File: src/rtl/cpu_defs.sv
// Shared constants for the CPU memory path: access-controller state encodings and
// the rw encoding used by the control unit.
package cpu_defs;

    typedef enum logic [1:0] {
        MAC_IDLE   = 2'd0,
        MAC_ACCESS = 2'd1,
        MAC_WAIT   = 2'd2,
        MAC_DONE   = 2'd3
    } mac_state_t;

    localparam logic RW_READ  = 1'b1;
    localparam logic RW_WRITE = 1'b0;

endpackage

File: src/rtl/mem_wait_counter.sv
// Loadable down-counter with zero flag; times the RAM read latency window.
module mem_wait_counter #(
    parameter int WIDTH = 1
) (
    input  logic             clock,
    input  logic             clear,
    input  logic             load,
    input  logic             dec,
    input  logic [WIDTH-1:0] load_val,
    output logic             zero
);

    logic [WIDTH-1:0] count;

    always_ff @(posedge clock) begin
        if (clear)
            count <= '0;
        else if (load)
            count <= load_val;
        else if (dec && count != '0)
            count <= count - 1'b1;
    end

    assign zero = (count == '0);

endmodule

File: src/rtl/mem_access_ctrl.sv
// Single-word RAM access sequencer between the MDR memory side and synchronous RAM.
// All outputs are registered; read data lands in rdata on the edge that ends the wait window.
module mem_access_ctrl
    import cpu_defs::*;
#(
    parameter int DATA_WIDTH  = 32,
    parameter int ADDR_WIDTH  = 9,
    parameter int WAIT_CYCLES = 1
) (
    input  logic                  clock,
    input  logic                  clear,
    input  logic                  req,
    input  logic                  rw,
    input  logic [31:0]           addr,
    input  logic [DATA_WIDTH-1:0] wdata,
    output logic [DATA_WIDTH-1:0] rdata,
    output logic                  mdr_load,
    output logic                  busy,
    output logic                  done,
    output logic                  fault,
    output logic [ADDR_WIDTH-1:0] ram_addr,
    output logic [DATA_WIDTH-1:0] ram_wdata,
    output logic                  ram_we,
    output logic                  ram_re,
    input  logic [DATA_WIDTH-1:0] ram_rdata
);

    localparam int             CW        = $clog2(WAIT_CYCLES + 1);
    localparam logic [CW-1:0]  WAIT_LOAD = CW'(WAIT_CYCLES - 1);

    mac_state_t state;
    logic       rw_q;
    logic       cnt_load;
    logic       cnt_dec;
    logic       cnt_zero;
    logic       out_of_range;

    assign out_of_range = (addr[31:ADDR_WIDTH] != '0);
    assign cnt_load     = (state == MAC_ACCESS) && (rw_q == RW_READ);
    assign cnt_dec      = (state == MAC_WAIT) && !cnt_zero;

    mem_wait_counter #(.WIDTH(CW)) u_wait (
        .clock    (clock),
        .clear    (clear),
        .load     (cnt_load),
        .dec      (cnt_dec),
        .load_val (WAIT_LOAD),
        .zero     (cnt_zero)
    );

    always_ff @(posedge clock) begin
        if (clear) begin
            state     <= MAC_IDLE;
            rw_q      <= RW_WRITE;
            rdata     <= '0;
            ram_addr  <= '0;
            ram_wdata <= '0;
            mdr_load  <= 1'b0;
            busy      <= 1'b0;
            done      <= 1'b0;
            fault     <= 1'b0;
            ram_we    <= 1'b0;
            ram_re    <= 1'b0;
        end else begin
            // Pulse outputs default low; each state raises only what it owns.
            ram_we   <= 1'b0;
            ram_re   <= 1'b0;
            done     <= 1'b0;
            mdr_load <= 1'b0;
            case (state)
                MAC_IDLE: begin
                    if (req) begin
                        rw_q      <= rw;
                        ram_addr  <= addr[ADDR_WIDTH-1:0];
                        ram_wdata <= wdata;
                        fault     <= out_of_range;
                        busy      <= 1'b1;
                        if (out_of_range) begin
                            state <= MAC_DONE;
                            done  <= 1'b1;
                        end else begin
                            state <= MAC_ACCESS;
                            if (rw == RW_READ) ram_re <= 1'b1;
                            else               ram_we <= 1'b1;
                        end
                    end
                end
                MAC_ACCESS: begin
                    if (rw_q == RW_READ) begin
                        state <= MAC_WAIT;
                    end else begin
                        state <= MAC_DONE;
                        done  <= 1'b1;
                    end
                end
                MAC_WAIT: begin
                    if (cnt_zero) begin
                        rdata    <= ram_rdata;
                        state    <= MAC_DONE;
                        done     <= 1'b1;
                        mdr_load <= 1'b1;
                    end
                end
                MAC_DONE: begin
                    state <= MAC_IDLE;
                    busy  <= 1'b0;
                end
                default: begin
                    state <= MAC_IDLE;
                    busy  <= 1'b0;
                end
            endcase
        end
    end

endmodule

File: config.mk
export PLATFORM = sky130hd
export DESIGN_NAME = mem_access_ctrl
export DESIGN_NICKNAME = d
export VERILOG_FILES = /design/src/rtl/cpu_defs.sv /design/src/rtl/mem_wait_counter.sv /design/src/rtl/mem_access_ctrl.sv
export SDC_FILE = /design/constraint.sdc
export NUM_CORES = 1
export LEC_CHECK = 0
export CAP_MARGIN = 20
export CORE_AREA = 2 2 119 92
export CTS_CLUSTER_SIZE = 16
export DETAILED_ROUTE_END_ITERATION = 12
export DIE_AREA = 0 0 121 94
export PLACE_DENSITY_LB_ADDON = 0.05
export RECOVER_POWER = 50
export SYNTH_ARGS = -nofsm -noshare
export SYNTH_HDL_FRONTEND = slang
export SYNTH_SLANG_ARGS = --single-unit
File: constraint.sdc
create_clock -name clock -period 4 [get_ports clock]
set_clock_uncertainty 0.05 [all_clocks]
set_input_delay 1.2 -clock clock [delete_from_list [all_inputs] [get_ports clock]]
set_output_delay 1.2 -clock clock [all_outputs]
set_load 0.01 [all_outputs]
Yosys cells after proc, flatten, opt, wreduce, memory -nomap -nowiden
Index checks and enable logic that the tools add are counted.
{"block": "word_totals", "ff_bits": 83, "latchBits": 0, "mem_bits_rw": 0, "mem_bits_ro": 0, "input_bits": 100, "out_inout_bits": 79, "elab_cells": 49, "mem_count": 0}
{"block": "classes", "add_sub_neg": 1, "n_mul": 0, "n_div": 0, "magnitude_cmp": 0, "n_eq_ne": 5, "shifts": 0, "n_mux": 14, "bitwise": 4, "n_reduce_logical": 13}
{"cell": "nonzero test 23 bit", "count": 1}
{"cell": "2-to-1 mux 1 bit", "count": 8}
{"cell": "one-hot mux 2 bit (4 select lines)", "count": 1}
{"cell": "AND reduction 2 bit", "count": 4}
{"cell": "2-to-1 mux 2 bit", "count": 3}
{"cell": "== test 2 bit, second input constant", "count": 2}
{"cell": "!= test 2 bit, second input constant", "count": 2}
{"cell": "NOT 1 bit", "count": 4}
{"cell": "OR reduction 2 bit", "count": 2}
{"cell": "OR reduction 4 bit", "count": 1}
{"cell": "logical AND 1 bit", "count": 3}
{"cell": "one-hot mux 1 bit (3 select lines)", "count": 1}
{"cell": "== test 2 x 1 -> 1 bit, second input constant", "count": 1}
{"cell": "zero test 2 bit", "count": 1}
{"cell": "one-hot mux 1 bit (2 select lines)", "count": 1}
{"cell": "nonzero test 2 bit", "count": 1}
{"cell": "subtractor 1 bit, second input constant", "count": 1}

Logic depth before layout (Yosys ltp)
Gate-level depths: netlist of run 1.
{"block": "depth", "ltp_word": 4, "mapped_depth": 7, "mapped_depth_nobuf": 6}

Hierarchy
A second synthesis of run 1 with hierarchy kept.
{"block": "unflattened", "hier_cells": 379, "area_unflattened_um2": 3006.6}
{"module": "mem_access_ctrl", "n_inst": 1, "cells_each": 375, "area_each_um2": 2959.1, "seq_area_each_um2": 1641.6}
{"module": "mem_wait_counter", "n_inst": 1, "cells_each": 4, "area_each_um2": 47.5, "seq_area_each_um2": 20.0}

Worst setup path before layout of run 1
No wires, ideal clock.
{"block": "synth_path", "path_type": "input port to flip-flop", "start": "input addr[12]", "end": "register ram_re", "setup_ns": 0.087, "arrival_ns": 2.011, "t_required_ns": 3.863, "slack_ns": 1.852, "cell_stages": 4, "n_path_buf": 0, "cell_sequence": "nor4_1 -> nand4_1 -> or2_1 -> nor4b_2"}
{"block": "synth_between", "elab_chain_len": 2}
{"element": "start, declared", "line": "mem_access_ctrl.sv:14", "source": "input logic [31:0] addr,"}
{"element": "nonzero test 23 bit", "line": "mem_access_ctrl.sv:38", "source": "assign out_of_range = (addr[31:ADDR_WIDTH] != '0);"}
{"element": "OR reduction 4 bit (no source line)"}
{"element": "end signal, assigned", "line": "mem_access_ctrl.sv:63", "source": "ram_re <= 1'b0;"}
{"element": "end signal, assigned", "line": "mem_access_ctrl.sv:67", "source": "ram_re <= 1'b0;"}
{"element": "end signal, assigned", "line": "mem_access_ctrl.sv:83", "source": "if (rw == RW_READ) ram_re <= 1'b1;"}
{"element": "end, declared", "line": "mem_access_ctrl.sv:24", "source": "output logic ram_re,"}
No other way between the ends.
A chain may end at the register's enable or synchronous reset.

Worst setup path in the final report of run 1
{"block": "layout_path", "start": "input clear", "end": "register u_wait.count"}
{"block": "layout_between", "elab_chain_len": 1}
{"element": "start, declared", "line": "mem_access_ctrl.sv:11", "source": "input logic clear,"}
{"element": "OR reduction 2 bit (no source line)"}
{"element": "end signal, assigned", "line": "mem_wait_counter.sv:19", "source": "count <= load_val;"}
{"element": "end signal, assigned", "line": "mem_wait_counter.sv:21", "source": "count <= count - 1'b1;"}
{"element": "end, declared", "line": "mem_wait_counter.sv:13", "source": "logic [WIDTH-1:0] count;"}
No other way between the ends.

==> metrics.md, run 1 <==
| Metric | Value |
|---|---|
| Failing checks | max-capacitance violations, max-slew violations |
| Nets | about 650 |
| Final Hold Fails | 0 |
| Ys async rst share | 0% |
| Core area | roughly 10,000 um2 |
| P_leak | 1.95 nW |
| Die Height | 94 um |
| Max-capacitance violation count | 1 |
| # DRC | 0 |
| Crit share post-route | 67.4% |
| Status | complete, but fails checks |
| CTS max path bufs | 2 |
| Top post-synthesis cells by area | dfxtp_1 (56%), nand2_1 (19%), a21oi_1 (13%), buf_2 (1.8%), clkbuf_1 (1.8%) |
| Crit Path Class | primary input to flop |
| CTS root buf | clkbuf_16 |
| Reg-to-reg slack, setup | 2.14 ns |
| PortBufs | 178 |
| WL final | 9140 um |
| Post-cts sizing count | 0 |
| Initial antenna violation count | 0 |
| Max VDD drop | 290 uV |
| Mapped Cells | ~380 |
| Setup violators final | 0 |
| Synth Flop Type | dfxtp_1 |
| Vias in the first global route | 2,858 |
| Cell with the most instances after synthesis | nand2_1 |
| Avg Inst Size Synth | 7.95 um2 |
| Most frequent cells after synthesis | nand2_1 (154), dfxtp_1 (83), a21oi_1 (76) |
| EDFF count, synth | 0 |
| Hold EP | ram_wdata[11] |
| CTS Sinks | 83 |
| #FFs+latches synth | 83 |
| Vias per cell | about 4.4 |
| Max-slew headroom | -10.7% |
| Die Footprint | 11,400 um2 |
| Share of the synthesized area in the top cell type | 55.7% |
| Starting density of the core | between 20% and 30% |
| Final ANT Viol Nets | 0 |
| Hold Path Stages | 2 |
| Clock network power share | 26.4% |
| Worst Tran Pin Value | 1.66 ns |
| Max frequency | 371 MHz |
| Power per cell area | 558 nW/um2 |
| Fill count | 1,004 |
| Worst hold slack | 0.399 ns |
| Worst Reg-to-Reg Cells | 5 |
| Iteration-0 DRC Markers | 112 |
| Combinational Power Share | 35.9% |
| Gr ovfl total | 0 |
| Tot GR Track Use | 15.9% |
| Distinct cells, synth | 22 |
| Int Pwr | 1.97 mW |
| Hold Startpoint | ram_wdata[11] |
| Clk Latency, worst-skew pair | 0.33 ns |
| Per-cell routed wire length | 13.3 um |
| Vias | 3,042 |
| Req. time, crit path | about 4.2 ns |
| WP data arrival | ~2.9 ns |
| Reg-to-reg endpoint | done |
| Largest net degree at the start of global routing | 50 |
| R2R Path Start | state[0] |
| RSZ-0062 raised after global routing | false |
| Hold_buf cts | 0 |
| Postcts setup bufs | 0 |
| FP Rows | 32 |
| Gpl congestion | 0.748 |
| CTS buffer count | 9 |
| HP Class | flop to flop |
| Drt pass-1 iters | 6 |
| CP Capture Type | flop |
| Max Fanout on Critical Path | between 40 and 50 |
| Sequential share of power | 37.7% |
| Area grow syn2layout | 73.7% |
| Yosys warns | 0 |
| Sw Ratio | 31.6% |
| Ant diodes | 0 |
| Slew Viols, Final | 35 |
| Share of cells above drive strength 1 | ~4% |
| Dominant cell type by area after synthesis | dfxtp_1 |
| First-pass GRT wire length | between 10,000 and 15,000 um |
| Register area share after synthesis | 55.7% |
| Dpl hpwl | 6500 um |
| Syn nets | ~480 |
| Setup TNS | 0 ns |
| CP Launch Type | primary input |
| Mapped Area | about 3000 um2 |
| Psw | around 900 uW |
| Chip width | 121 um |
| # IOs | 179 |
| Reg clk slew, reported paths | 0.06 ns |
| CTS tree | yes |
| Minimum clock period | 2.70 ns |
| Htree depth | 3 |
[power by group through the flow]
stage | registers [mW] | logic [mW] | clock network, mW
finish | 1.09 | 1.04 | 0.762
detailed placement | 1.11 | 1.08 | 0
global route | 1.11 | 1.15 | 0.830
global placement | 1.10 | 1.04 | 0
CTS | 1.10 | 1.08 | 0.794
floorplan | 1.19 | 0.427 | 0
[final cells by class]
| type | instances | area (um2) | share of cell area [%] |
|---|---|---|---|
| Timing Repair Buffer | 183 | 1860 | 35.9 |
| Sequential cell | 83 | 1660 | 32.1 |
| Multi-Input combinational cell | 263 | 1200 | 23.2 |
| Clock buffer | 14 | 264 | 5.10 |
| Tap cell | 136 | 170 | 3.29 |
| Inverter | 4 | 15.0 | 0.290 |
| Clock inverter | 2 | 10.0 | 0.193 |
[worst max-delay path, stage by stage]
cell and delay (ns):
clkbuf_1 1.17, buf_12 0.35, a2111oi_0 0.10
[layout by cell type (no fill, tap or decap), types with 2 or more instances in the layout]
| cell | Yosys | final |
|---|---|---|
| a2111oi_0 | 2 | 2 |
| a21oi_1 | 76 | 76 |
| buf_12 | 0 | 2 |
| buf_4 | 0 | 2 |
| clkbuf_1 | 14 | 4 |
| clkbuf_16 | 0 | 9 |
| clkbuf_8 | 0 | 2 |
| clkdlybuf4s50_1 | 0 | 144 |
| clkinv_2 | 0 | 2 |
| dfxtp_1 | 83 | 83 |
| dlygate4sd3_1 | 0 | 33 |
| ha_1 | 4 | 4 |
| inv_1 | 4 | 4 |
| nand2_1 | 154 | 154 |
| nor2_1 | 4 | 4 |
| nor2b_1 | 3 | 2 |
| nor3_1 | 3 | 3 |
| nor4_1 | 5 | 5 |
| o21ai_0 | 3 | 3 |
[registers in the layout, indices dropped and copies added, names as in the netlist, 2 cells and up]
signal	count
ram_wdata	32
rdata	32
ram_addr	9
state	2
[through the flow]
step	cell area (um2)	std cells	utilization (%)	worst slack [ns]	power, mW
2_1_floorplan	2980	375	-	1.85	1.61
3_3_place_gp	4880	668	48.2	1.14	2.14
3_5_place_dp	4910	669	48.4	1.14	2.19
4_1_cts	5180	685	51.1	1.49	2.97
5_1_grt	5180	685	51.1	1.15	3.09
6_report	5180	685	51.1	1.30	2.89
[worst max path at each step]
stage                     startpoint            to  slack (ns)  cells after the start
after floorplan             addr[12]        ram_re        1.85                      4
after global placement           req          done        1.14                      4
after detailed placement         req          done        1.14                      4
after CTS                        req          done        1.49                      4
after global routing           clear      state[1]        1.15                      3
final                          clear  u_wait.count        1.30                      3
[cells by family after synthesis]
logic type / Yosys count / share of synthesized area [%]
flops: 83 / 55.7
compound gates: 84 / 14.7
simple gates: 175 / 23.8
fa+ha+maj: 4 / 1.68
buf+inv: 29 / 4.11
[routing by layer]
layer  vias to the layer above  share of wire, %  global-route usage, %
li1                       1558                 -                      -
met1                      1369                42                   18.1
met2                       106                45                   26.0
met3                         9                11                   8.01
met4                         0               1.2                   5.23
met5                         -                 0                      0
(Power assumes the default switching activity.)
==> inputs of run 2 (changes only) <==
==> constraint.sdc (replaced) <==
create_clock -name clock -period 2.5 [get_ports clock]
set_clock_uncertainty 0.05 [all_clocks]
set_input_delay 0.75 -clock clock [delete_from_list [all_inputs] [get_ports clock]]
set_output_delay 0.75 -clock clock [all_outputs]
set_load 0.01 [all_outputs]
==> metrics.md, run 2 (synthesized netlist as in run 1, its figures left out) <==
| Metric | Value |
|---|---|
| Crit Path Class | primary input to flop |
| CP Capture Type | flop |
| Reg area | 1660 um2 (unchanged) |
| Cell Chain, Critical Path | clkdlybuf4s50_1, and2_0, clkbuf_2, nand2_1, a21oi_1 |
| Fill count | 990 (-1.4%) |
| Max VDD drop | 487 uV (+68%) |
| Postcts setup bufs | 0 (unchanged) |
| CTS buffer count | 9 (unchanged) |
| Reg clk slew, reported paths | 0.06 ns (about the same) |
| Max Fanout on Critical Path | 30 (-39%) |
| Routed length on met3 | 961 um (-7.0%) |
| Max-slew headroom | 54.4% (+65 points) |
| CTS max path bufs | 2 (unchanged) |
| Drt pass-1 iters | 6 (unchanged) |
| Die Footprint | 11,400 um2 (unchanged) |
| RSZ-0062 raised after global routing | false |
| Most common cell after layout, fill and taps aside | clkdlybuf4s50_1 |
| Setup violators final | 0 (unchanged) |
| WP data arrival | 2.27 ns (-0.58 ns) |
| Post-cts sizing count | 0 (unchanged) |
| Max-capacitance violation count | 0 (-1) |
| Setup TNS | 0 ns (unchanged) |
| CP Launch Type | primary input |
| Slowest stage delay, CP | 0.52 ns (-0.65 ns) |
| Vias | 3,077 (+1.2%) |
| Power per cell area | 930 nW/um2 (+67%) |
| DR top layer | met4 |
| WL final | 9070 um (-0.83%) |
| Worst hold slack | 0.399 ns (+0.0000590 ns) |
| Multi-input logic area | 1200 um2 (-0.31%) |
| Initial antenna violation count | 0 (unchanged) |
| Share of cells above drive strength 1 | 4.88% (+0.88 points) |
| Die Height | 94 um (unchanged) |
| Area grow syn2layout | 75.1% |
| Vias in the first global route | 2,957 (+3.5%) |
| Chip width | 121 um (unchanged) |
| Ant diodes | 0 (unchanged) |
| Tot GR Track Use | 16.0% (+0.076 points) |
| Nets | 652 (+0.62%) |
| CP max-delay cell | clkbuf_2 |
| Pwr Total | 4.85 mW (+68%) |
| Req. time, crit path | 2.71 ns (-1.45 ns) |
| Starting density of the core | 29.4% (unchanged) |
| # DRC | 0 (unchanged) |
| Gr ovfl total | 0 (unchanged) |
| Gpl congestion | 0.755 (+0.91%) |
| Minimum clock period | 2.06 ns |
| Htree depth | 3 (unchanged) |
| Core Util, Final | 51.5% (+0.41 points) |
| Most frequent cells in the layout | clkdlybuf4s50_1 (175), nand2_1 (154), dfxtp_1 (83), a21oi_1 (77), clkbuf_16 (9) |
| Crit share post-route | 82.4% |
| Final Hold Fails | 0 (unchanged) |
| Status | complete, no violations |
| Non-Filler Instances | 689 (+0.58%) |
| Iteration-0 DRC Markers | 129 (+15%) |
| Top flop regs | ram_wdata: 32 flops, rdata: 32 flops, ram_addr: 9 flops |
| # IOs | 179 (unchanged) |
| Per-cell routed wire length | 13.2 um (-1.4%) |
| Final Cell Area | 5220 um2 (+0.80%) |
| Met2 routed WL | 4330 um (+4.1%) |
| FP Rows | 32 (unchanged) |
| Core area | 10,100 um2 (unchanged) |
| HP Class | flop to flop |
| Largest net degree at the start of global routing | 35 (-30%) |
| First-pass GRT wire length | 14,300 um (+1.9%) |
| Dpl ws | 0.199 ns (-0.945 ns) |
| Clk Latency, worst-skew pair | 0.33 ns (about the same) |
| Vias per cell | 4.47 (+0.56%) |
| CTS tree | yes |
| Max frequency | 485 MHz |
| CTS Sinks | 83 (unchanged) |
| P_leak | 1.88 nW (-3.6%) |
| M1 wire length | 3680 um (-4.2%) |
| Final ANT Viol Nets | 0 (unchanged) |
| Final worst setup slack | 0.439 ns (-0.865 ns) |
| CTS root buf | clkbuf_16 |
| Post-Place Cells | 673 (+0.60%) |
| Hold_buf cts | 0 (unchanged) |
| Dpl hpwl | 6560 um (+0.85%) |
| PortBufs | 178 (unchanged) |
| Placed inst area | 4920 um2 (+0.20%) |
| Worst Tran Pin Value | 0.684 ns (-0.977 ns) |
| Slew Viols, Final | 0 (-100%) |
==> run 2: final timing paths <==
kind         startpoint             to  slack [ns]  cells past startpoint
min           rdata[21]      rdata[21]        0.40                      2
max                 req  ram_wdata[28]        0.44                      5
max reg2reg    state[0]  ram_wdata[28]        0.63                      6
min reg2reg   rdata[21]      rdata[21]        0.40                      2
==> run 2: cell type report <==
cell class                 instances  share of cell area [%]
timing repair buffer             187                    35.4
clock inverter                     4                    1.39
clock buffer                      12                    4.91
sequential                        83                    31.8
inverter                           4                   0.288
tap                              136                    3.26
multi-input combinational        263                    22.9
==> run 2: per-layer routing <==
| metal | vias up | track usage, % |
|---|---|---|
| li1 | 1562 | - |
| met3 | 9 | 7.40 |
| met1 | 1396 | 18.2 |
| met4 | 0 | 5.23 |
| met2 | 110 | 26.6 |
| met5 | - | 0 |
==> run 2: report_power, final <==
part	switching (mW)	internal, mW	leakage [nW]
clock network	0.507	0.928	0.159
registers	0.141	1.61	0.679
logic	0.832	0.839	1.04
total	1.48	3.37	1.88
==> run 2: worst max-delay path: cells and delay by family <==
kind	cells	cell delay, ns
compound gates	1	0.15
buf+inv	2	1.03
simple gates	2	0.32
==> inputs of run 3 (changes only) <==
==> constraint.sdc (replaced) <==
create_clock -name clock -period 2.1 [get_ports clock]
set_clock_uncertainty 0.05 [all_clocks]
set_input_delay 0.63 -clock clock [delete_from_list [all_inputs] [get_ports clock]]
set_output_delay 0.63 -clock clock [all_outputs]
set_load 0.01 [all_outputs]
==> metrics.md, run 3 (synthesized netlist as in run 1, its figures left out) <==
| Metric | Value |
|---|---|
| P_leak | 1.91 nW (+1.6%) |
| Vias per cell | 4.39 (-1.7%) |
| CP Launch Type | flop |
| Worst hold slack | 0.400 ns (+0.000817 ns) |
| Cell Chain, Critical Path | dlygate4sd3_1 |
| Vias in the first global route | 2,857 (-3.4%) |
| Final ANT Viol Nets | 0 (unchanged) |
| CP top delay family | buffers and inverters |
| Initial antenna violation count | 0 (unchanged) |
| WL final | 9150 um (+0.90%) |
| Top flop regs | ram_wdata: 32 flops, rdata: 32 flops, ram_addr: 9 flops |
| Clock network power share | 31.4% (+1.9 points) |
| HP Class | flop to flop |
| Combinational Power Share | 33.8% (-0.6 points) |
| Status | complete, no violations |
| Iteration-0 DRC Markers | 128 (-0.78%) |
| WP data arrival | 1.26 ns (-1.01 ns) |
| Max Fanout on Critical Path | 2 (-93%) |
| Area grow syn2layout | 76.7% |
| Slowest stage delay, CP | 0.61 ns (+0.09 ns) |
| Nets | 654 (+0.31%) |
| PortBufs | 178 (unchanged) |
| Max VDD drop | 576 uV (+18%) |
| Die Footprint | 11,400 um2 (unchanged) |
| Req. time, crit path | 1.42 ns (-1.29 ns) |
| Most frequent cells in the layout | clkdlybuf4s50_1 (175), nand2_1 (154), dfxtp_1 (83), a21oi_1 (77), clkbuf_16 (9) |
| Core Util, Final | 52.0% (+0.47 points) |
| Per-cell routed wire length | 13.2 um (+0.61%) |
| CTS tree | yes |
| Gr ovfl total | 0 (unchanged) |
| Vias | 3,032 (-1.5%) |
| # IOs | 179 (unchanged) |
| Worst path buffer plus inverter count | 1 (-1) |
| Int Pwr | 4.19 mW (+24%) |
| CTS root buf | clkbuf_16 |
| Power per cell area | 1140 nW/um2 (+22%) |
| Most common cell after layout, fill and taps aside | clkdlybuf4s50_1 |
| Gpl congestion | 0.761 (+0.78%) |
| Core area | 10,100 um2 (unchanged) |
| Sequential share of power | 34.8% (-1.2 points) |
| Post-cts sizing count | 0 (unchanged) |
| Clk Latency, worst-skew pair | 0.34 ns (about the same) |
| Max-capacitance violation count | 0 (unchanged) |
| Dpl hpwl | 6560 um (about the same) |
| FP Rows | 32 (unchanged) |
| CP max-delay cell | dlygate4sd3_1 |
| Final Hold Fails | 0 (unchanged) |
| Reg-to-reg slack, setup | 0.25 ns (-0.38 ns) |
| Hold_buf cts | 0 (unchanged) |
| Postcts setup bufs | 0 (unchanged) |
| CP Capture Type | output pin |
| Fill count | 997 (+0.71%) |
| # DRC | 0 (unchanged) |
| Share of cells above drive strength 1 | 5.41% (+0.52 points) |
| Htree depth | 3 (unchanged) |
| CTS max path bufs | 2 (unchanged) |
| Max-slew headroom | 53.6% (-0.85 points) |
| Ant diodes | 0 (unchanged) |
| Drt pass-1 iters | 4 (-2) |
| Crit Path Class | flop to output pin |
| Crit share post-route | 92.3% |
| Starting density of the core | 29.4% (unchanged) |
| Worst Tran Pin Value | 0.696 ns (+0.0128 ns) |
| Tot GR Track Use | 15.8% (-0.18 points) |
| Chip width | 121 um (unchanged) |
| Largest net degree at the start of global routing | 43 (+23%) |
| CTS buffer count | 9 (unchanged) |
| First-pass GRT wire length | 13,900 um (-2.4%) |
| Setup violators final | 0 (unchanged) |
| Sw Ratio | 30.1% (-0.42 points) |
| CTS Sinks | 83 (unchanged) |
| Max frequency | 516 MHz |
| Slew Viols, Final | 0 (unchanged) |
| Minimum clock period | 1.94 ns |
| RSZ-0062 raised after global routing | false |
| Reg clk slew, reported paths | 0.06 ns (about the same) |
| Die Height | 94 um (unchanged) |
| Psw | 1.80 mW (+22%) |
-- run 3: cell types whose count changed in the layout (fill, tap and decap cells not counted) --
cell        delta
clkbuf_8       +1
buf_4          +2
clkbuf_1       -1
clkinvlp_4     -1
bufinv_16      +1
-- run 3: stage by stage --
stage                     area [um2]  std cells  total power, mW  setup WS [ns]  TNS, ns
final                           5270        691             5.99          0.162        0
after global routing            5270        691             6.36         0.0890        0
after CTS                       5280        691             6.10          0.168        0
after detailed placement        4920        675             4.19         -0.106   -0.261
after global placement          4920        675             4.15        -0.0366  -0.0380
after floorplan                 2980        375             3.07          0.522        0
-- run 3: worst paths after layout --
kind,cells after the start,end,start
worst max-delay path,1,ram_addr[5],ram_addr[5]
worst min-delay path,2,ram_wdata[3],ram_wdata[3]
worst max register to register,6,state[0],state[1]
worst min register to register,2,ram_wdata[3],ram_wdata[3]
-- run 3: layout make-up --
type	instances	area [um2]	share of cell area, %
multi-input cells	263	1200	22.7
well taps	136	170	3.23
repair buffers	189	1860	35.4
clock inverters	4	95.1	1.81
flip-flops and latches	83	1660	31.5
inverters	4	15.0	0.285
clock buffers	12	267	5.06
-- run 3: layer usage --
| layer | wire length, um | share of wire, % | global-route usage, % | up-vias |
|---|---|---|---|---|
| met2 | 4090 | 45 | 25.3 | 104 |
| met4 | 126 | 1.4 | 5.81 | 0 |
| met5 | 0 | 0 | 0 | - |
| met3 | 876 | 9.6 | 6.86 | 9 |
| met1 | 4060 | 44 | 18.8 | 1352 |
| li1 | - | - | - | 1567 |
-- run 3: worst min-delay path, cell delays in order, from the launching register on --
cell     delay (ns)
dfxtp_1        0.30
nand2_1        0.05
a21oi_1        0.05
-- run 3: power groups by stage --
stage	combinational [mW]	sequential (mW)	clock [mW]
2_1_floorplan	0.814	2.26	0
3_3_place_gp	2.05	2.10	0
3_5_place_dp	2.07	2.12	0
4_1_cts	2.08	2.08	1.93
5_1_grt	2.22	2.13	2.01
6_report	2.03	2.08	1.88
